[src/rtl/timer_dev.sv]
// Programmable 32-bit down-counting bus timer with one-shot and periodic modes.
// Three word registers (CTRL, PRESET, COUNT); the interrupt is the masked expiry flag.
module timer_dev (
    input  logic        clk,
    input  logic        rst_n,
    input  logic [1:0]  addr,
    input  logic        we,
    input  logic [31:0] din,
    output logic [31:0] dout,
    output logic        irq
);

    typedef enum logic [1:0] {
        StIdle,
        StLoad,
        StCnt,
        StInt
    } state_e;

    localparam logic [1:0] AddrCtrl   = 2'd0;
    localparam logic [1:0] AddrPreset = 2'd1;
    localparam logic [1:0] AddrCount  = 2'd2;

    state_e      state_q, state_d;
    logic [3:0]  ctrl_q, ctrl_d;
    logic [31:0] preset_q, preset_d;
    logic [31:0] count_q, count_d;
    logic        pending_q, pending_d;

    logic ctrl_en;
    logic ctrl_periodic;
    logic ctrl_im;
    logic wr_ctrl;
    logic wr_preset;

    assign ctrl_en       = ctrl_q[0];
    // MODE 10/11 fall back to one-shot.
    assign ctrl_periodic = (ctrl_q[2:1] == 2'b01);
    assign ctrl_im       = ctrl_q[3];

    assign wr_ctrl   = we && (addr == AddrCtrl);
    assign wr_preset = we && (addr == AddrPreset);

    always_comb begin
        state_d   = state_q;
        ctrl_d    = ctrl_q;
        preset_d  = preset_q;
        count_d   = count_q;
        pending_d = pending_q;

        unique case (state_q)
            StIdle: begin
                if (ctrl_en) begin
                    state_d = StLoad;
                end
            end
            StLoad: begin
                count_d = preset_q;
                state_d = ctrl_en ? StCnt : StIdle;
            end
            StCnt: begin
                if (!ctrl_en) begin
                    state_d = StIdle;
                end else if (count_q != 32'd0) begin
                    count_d = count_q - 32'd1;
                end else begin
                    state_d   = StInt;
                    pending_d = 1'b1;
                end
            end
            StInt: begin
                if (ctrl_periodic) begin
                    pending_d = 1'b0;
                    state_d   = StLoad;
                end else begin
                    ctrl_d[0] = 1'b0;
                    state_d   = StIdle;
                end
            end
            default: state_d = StIdle;
        endcase

        // Software writes override the FSM's EN clear and its pending update.
        if (wr_ctrl) begin
            ctrl_d = din[3:0];
        end
        if (wr_preset) begin
            preset_d = din;
        end
        if (wr_ctrl || wr_preset) begin
            pending_d = 1'b0;
        end
    end

    always_ff @(posedge clk or negedge rst_n) begin
        if (!rst_n) begin
            state_q   <= StIdle;
            ctrl_q    <= 4'd0;
            preset_q  <= 32'd0;
            count_q   <= 32'd0;
            pending_q <= 1'b0;
        end else begin
            state_q   <= state_d;
            ctrl_q    <= ctrl_d;
            preset_q  <= preset_d;
            count_q   <= count_d;
            pending_q <= pending_d;
        end
    end

    always_comb begin
        dout = 32'd0;
        case (addr)
            AddrCtrl:   dout = {28'd0, ctrl_q};
            AddrPreset: dout = preset_q;
            AddrCount:  dout = count_q;
            default:    dout = 32'd0;
        endcase
    end

    assign irq = ctrl_im & pending_q;

endmodule

[config.mk]
export PLATFORM = sky130hd
export DESIGN_NAME = timer_dev
export DESIGN_NICKNAME = d
export VERILOG_FILES = /design/src/rtl/timer_dev.sv
export SDC_FILE = /design/constraint.sdc
export NUM_CORES = 1
export LEC_CHECK = 0
export CORE_MARGIN = 3
export CORE_UTILIZATION = 45
export DETAILED_ROUTE_END_ITERATION = 16
export HOLD_SLACK_MARGIN = 0.03
export PLACE_DENSITY = 0.77
export SLEW_MARGIN = 20
export SYNTH_ARGS = -nofsm -noshare
export SYNTH_HDL_FRONTEND = slang
export SYNTH_SLANG_ARGS = --single-unit
[constraint.sdc]
create_clock -name clk -period 3.2 [get_ports clk]
set_clock_uncertainty 0.05 [all_clocks]
set_input_delay 0.8 -clock clk [delete_from_list [all_inputs] [get_ports clk]]
set_output_delay 0.8 -clock clk [all_outputs]
set_load 0.01 [all_outputs]
Word-level counts from Yosys, hierarchy flattened

Cells that the tools add are included.

Word-level logic and storage cells: 53
Output and inout bits: 33
RAM bits: 0
Memories: 0
Bits in registers: 71
Input port bits: 37
Latch bits: 0
Bits in read-only memories: 0

Magnitude comparators: 0
Bitwise gates (word level): 1
Add/subtract/negate cells: 1
Muxes and demuxes: 18
Equality and inequality tests: 14
Divide/modulo/power cells: 0
Shifts and indexed selects: 0
Multipliers: 0
Reduce and logical (&&, ||, !) cells: 13

Operators by type and width:

| operator                                                                 | number |
|---|---|
| 32-bit case mux with 3 select lines                                      | 1 |
| 32-bit 2-to-1 mux                                                        | 2 |
| 32-bit case mux with 2 select lines                                      | 1 |
| 32-bit nonzero test                                                      | 1 |
| 32-bit by 1-bit subtractor with 32-bit output (second input constant)    | 1 |
| 3-bit inequality test (second input constant)                            | 4 |
| 1-bit 2-to-1 mux                                                         | 8 |
| 2-bit 2-to-1 mux                                                         | 4 |
| 2-bit case mux with 4 select lines                                       | 1 |
| 2-bit by 1-bit == test with 1-bit output (second input constant)         | 3 |
| 2-bit == test (second input constant)                                    | 3 |
| 2-bit inequality test (second input constant)                            | 3 |
| 2-bit zero test                                                          | 2 |
| 2-bit AND reduction                                                      | 2 |
| 4-bit AND reduction                                                      | 1 |
| 2-bit nonzero test                                                       | 2 |
| 3-bit AND reduction                                                      | 1 |
| 3-bit nonzero test                                                       | 1 |
| 1-bit logical AND                                                        | 2 |
| 2-bit by 1-bit inequality test with 1-bit output (second input constant) | 1 |
| 1-bit case mux with 2 select lines                                       | 1 |
| 1-bit bitwise AND                                                        | 1 |
| 1-bit logical OR                                                         | 1 |

Depth between registers and ports, before layout

Gate-level depths: netlist of the first run.

Depth in word-level cells: 5
Gate-level depth with buffers: 10
Depth with buffers taken out: 8

Worst setup path after synthesis of the first run

No wires, ideal clock.

Kind: input to output
Start point: input port addr[1]
End point: output port dout[10]
Path buffers: 3
Setup slack: 330 ps
Data required time: 2350 ps
Arrival: 2020 ps
Stages: 5
Cells stage by stage: clkbuf_1 nor2b_1 clkbuf_1 buf_1 a22o_1

Word-level cells in the longest chain between the ends: 2
Elaborated cells on any way between the ends: 4
Classes of those cells: 2 x eq/ne; 1 x mux; 1 x reduce/logical

RTL lines:

| what                                        | line | text |
|---|---|---|
| start, declared                             | 6    | `input logic [1:0] addr,` |
| 2-bit == test, or another cell as far along | 113  | `case (addr)` |
| 32-bit case mux with 3 select lines *       | 113  |  |
| end, declared                               | 9    | `output logic [31:0] dout,` |

Every way passes the cells marked *; elsewhere a longest branch is shown, timed or not.

Worst setup path after layout of the first run

Start point: input port addr[1]
End point: output port dout[13]

Same word-level chain as after synthesis.

==> metrics.csv, run 1 <==
metric,value,unit
min_to,count_q[31],
drv_slew,0,
final_util,0.606,
place.gp.congestion,0.774,
rr_startpoint,count_q[25],
dp_cells,555,
yosysUniqueCellTypes,41,
critPathKind,input port to output pin,
grt_pass1_vias,3394,
finalSetupTns,0,ns
vias_per_cell,5.98,
syn_area,3890,µm²
wire_per_inst,17.4,µm
period_minus_slack,3.14,ns
syn_inst,399,
grt_max_degree,72,
clock_sinks,71,
dp_hpwl,6410,µm
slew_headroom,0.343,
insertion_delay,0.35,ns
numPortBuffers,69,
post-place-ws,-0.101,ns
ant_nets,0,
die_area,9800,µm²
worst_r2r_path_depth,7,
grt_overflow,0,
cts_buffer_depth,2,
r2r-end,count_q[8],
start_kind,input port,
vias,3437,
fin_area,5030,µm²
hold_violations,0,
synth_sequential_area_ratio,0.457,
drc,0,
antenna_found_initial,0,
cts-buffers-inserted,9,
drive_above_1_share,0.164,
cts_tree,done,
diodes,0,
fmax,0.319,GHz
cts.clk_slew.worst_paths,0.07,ns
syn_to_final_growth,29.3,%
synth-seq-cells,71,
cp_max_fo,14,
critical_path_required,2.35,ns
setup_violations,0,
timing.critical_path.to_type,output pin,
p_leak,2.04,nW
drtIter0Drc,211,
hold-worst-slack,0.479,ns
yosysWarnings,0,
drt-pass1-iter-count,5,
outcome,completed,
min_path_cells,1,
cts-root-buf,clkbuf_8,
final_common_cell,dfrtp_1,
hp-start,count_q[31],
track_usage,0.210,
core,8300,µm²
powerDensity,750,nW/µm²
die_w,99.0,µm
worstMarginPinSlew,0.985,ns
grt_pass1_wl,16700,µm
final_cell_mix,"dfrtp_1, clkdlybuf4s50_1, o21ai_0",
cap_violations,0,
avgSynthCellArea,9.75,µm²
critPathArrivalTime,2.29,ns
stdcell_count,575,
power.total,3.77,mW
wl,9990,µm
hold_class,flip-flop to flip-flop,
final_nets,503,
pin_count,70,
dpl_cell_area,4700,µm²
grt_setup_unrepaired,false,
r2r_setup_slack,0.36,ns
fp-row-count,33,
syn-num-nets,437,
finalCritPeriodShare,0.981,
h-tree-depth,3,
vdd_drop_max,372,µV
fin_ws,0.0608,ns
initial_core_util,0.469,
die_h,99.0,µm
-- final cells by class --
| class | count | area (µm²) |
|---|---|---|
| fillers | 683 | 3270 |
| repair buffers | 86 | 903 |
| inverters | 3 | 11.3 |
| clock buffers | 11 | 151 |
| multi-input cells | 294 | 1970 |
| clock inverters | 5 | 80.1 |
| flip-flops and latches | 71 | 1780 |
| well taps | 105 | 131 |
-- critical path, stage by stage --
cell	delay, ns
clkdlybuf4s15_1	0.25
nor2b_4	0.22
bufbuf_16	0.31
a22o_1	0.16
clkdlybuf4s50_1	0.53
-- sequential cells by signal, indices dropped and copies added, names as in the netlist --
register / count
state_q: 2
ctrl_q: 4
preset_q: 32
pending_q: 1
count_q: 32
-- report_power, final --
| group | internal [mW] | switching, mW | leakage [nW] |
|---|---|---|---|
| clock network | 0.480 | 0.338 | 0.112 |
| logic | 0.705 | 0.689 | 1.07 |
| registers | 1.19 | 0.366 | 0.854 |
-- synthesized netlist by cell type, drive strengths merged --
| cell type | instances | area share |
|---|---|---|
| nand3 | 7 | 0.0090 |
| a31oi | 2 | 0.0032 |
| o211ai | 1 | 0.0019 |
| and2 | 1 | 0.0016 |
| o31a | 2 | 0.0045 |
| o22a | 6 | 0.014 |
| o2bb2ai | 7 | 0.016 |
| a21oi | 30 | 0.039 |
| a2bb2oi | 2 | 0.0045 |
| o21a | 4 | 0.0077 |
| mux2 | 35 | 0.10 |
| mux2i | 5 | 0.013 |
| o21ai | 42 | 0.057 |
| or3b | 1 | 0.0029 |
| o32ai | 1 | 0.0023 |
| nor2b | 9 | 0.014 |
| nor4b | 1 | 0.0023 |
| o31ai | 1 | 0.0019 |
| inv | 3 | 0.0029 |
| o22ai | 3 | 0.0048 |
| a21boi | 1 | 0.0019 |
| clkbuf | 21 | 0.020 |
| ha | 1 | 0.0032 |
| nor2 | 33 | 0.032 |
| nand2b | 6 | 0.0097 |
| nand2 | 22 | 0.021 |
| nor4 | 6 | 0.0097 |
| a22o | 29 | 0.065 |
| dfrtp | 71 | 0.46 |
| or3 | 7 | 0.011 |
| buf | 10 | 0.018 |
| or4 | 4 | 0.0096 |
| nor3 | 15 | 0.019 |
| a22oi | 10 | 0.019 |
-- cell families after synthesis --
family	Yosys count	synth area share
multiplexers	40	0.114
flip-flops	71	0.457
AO/OA/AOI/OAI	141	0.242
AND/OR/NAND/NOR	112	0.143
buffers and inverters	34	0.0408
adder cells (fa/ha/maj)	1	0.00322
-- worst max path at each step --
stage          startpoint  endpoint  slack (ns)  cells after the start
6_report          addr[1]  dout[13]        0.06                      5
5_1_grt           addr[0]  dout[18]       0.006                      5
4_1_cts           addr[1]  dout[13]       0.004                      5
3_5_place_dp      addr[0]   dout[1]       -0.10                      6
3_3_place_gp      addr[0]   dout[2]        -0.1                      6
2_1_floorplan     addr[1]  dout[10]        0.33                      5
-- metal layers --
layer	GRT usage	part of all wire	vias to the layer above	wire length [µm]
met1	0.285	0.44	1685	4400
li1	-	-	1623	-
met5	0	0	-	0
met2	0.345	0.49	113	4890
met4	0.0567	0.011	0	112
met3	0.0425	0.059	16	593
-- what timing repair did --
| action | CTS | global route |
|---|---|---|
| hold buffers | 0 | 0 |
| endpoints found under the setup margin | 32 | 14 |
| endpoints found under the hold margin | 0 | 0 |
| cloned | 2 | 0 |
| setup buffers | 0 | 2 |
| resized for setup | 6 | 4 |
No activity file was read; power rests on OpenSTA's default activity.
==> run 2, diff against run 1 <==
Settings changed: HOLD_SLACK_MARGIN 0.03 to 0.05.
==> results of run 2 <==
Final layout, timing and power as in run 1 (identical DEF).
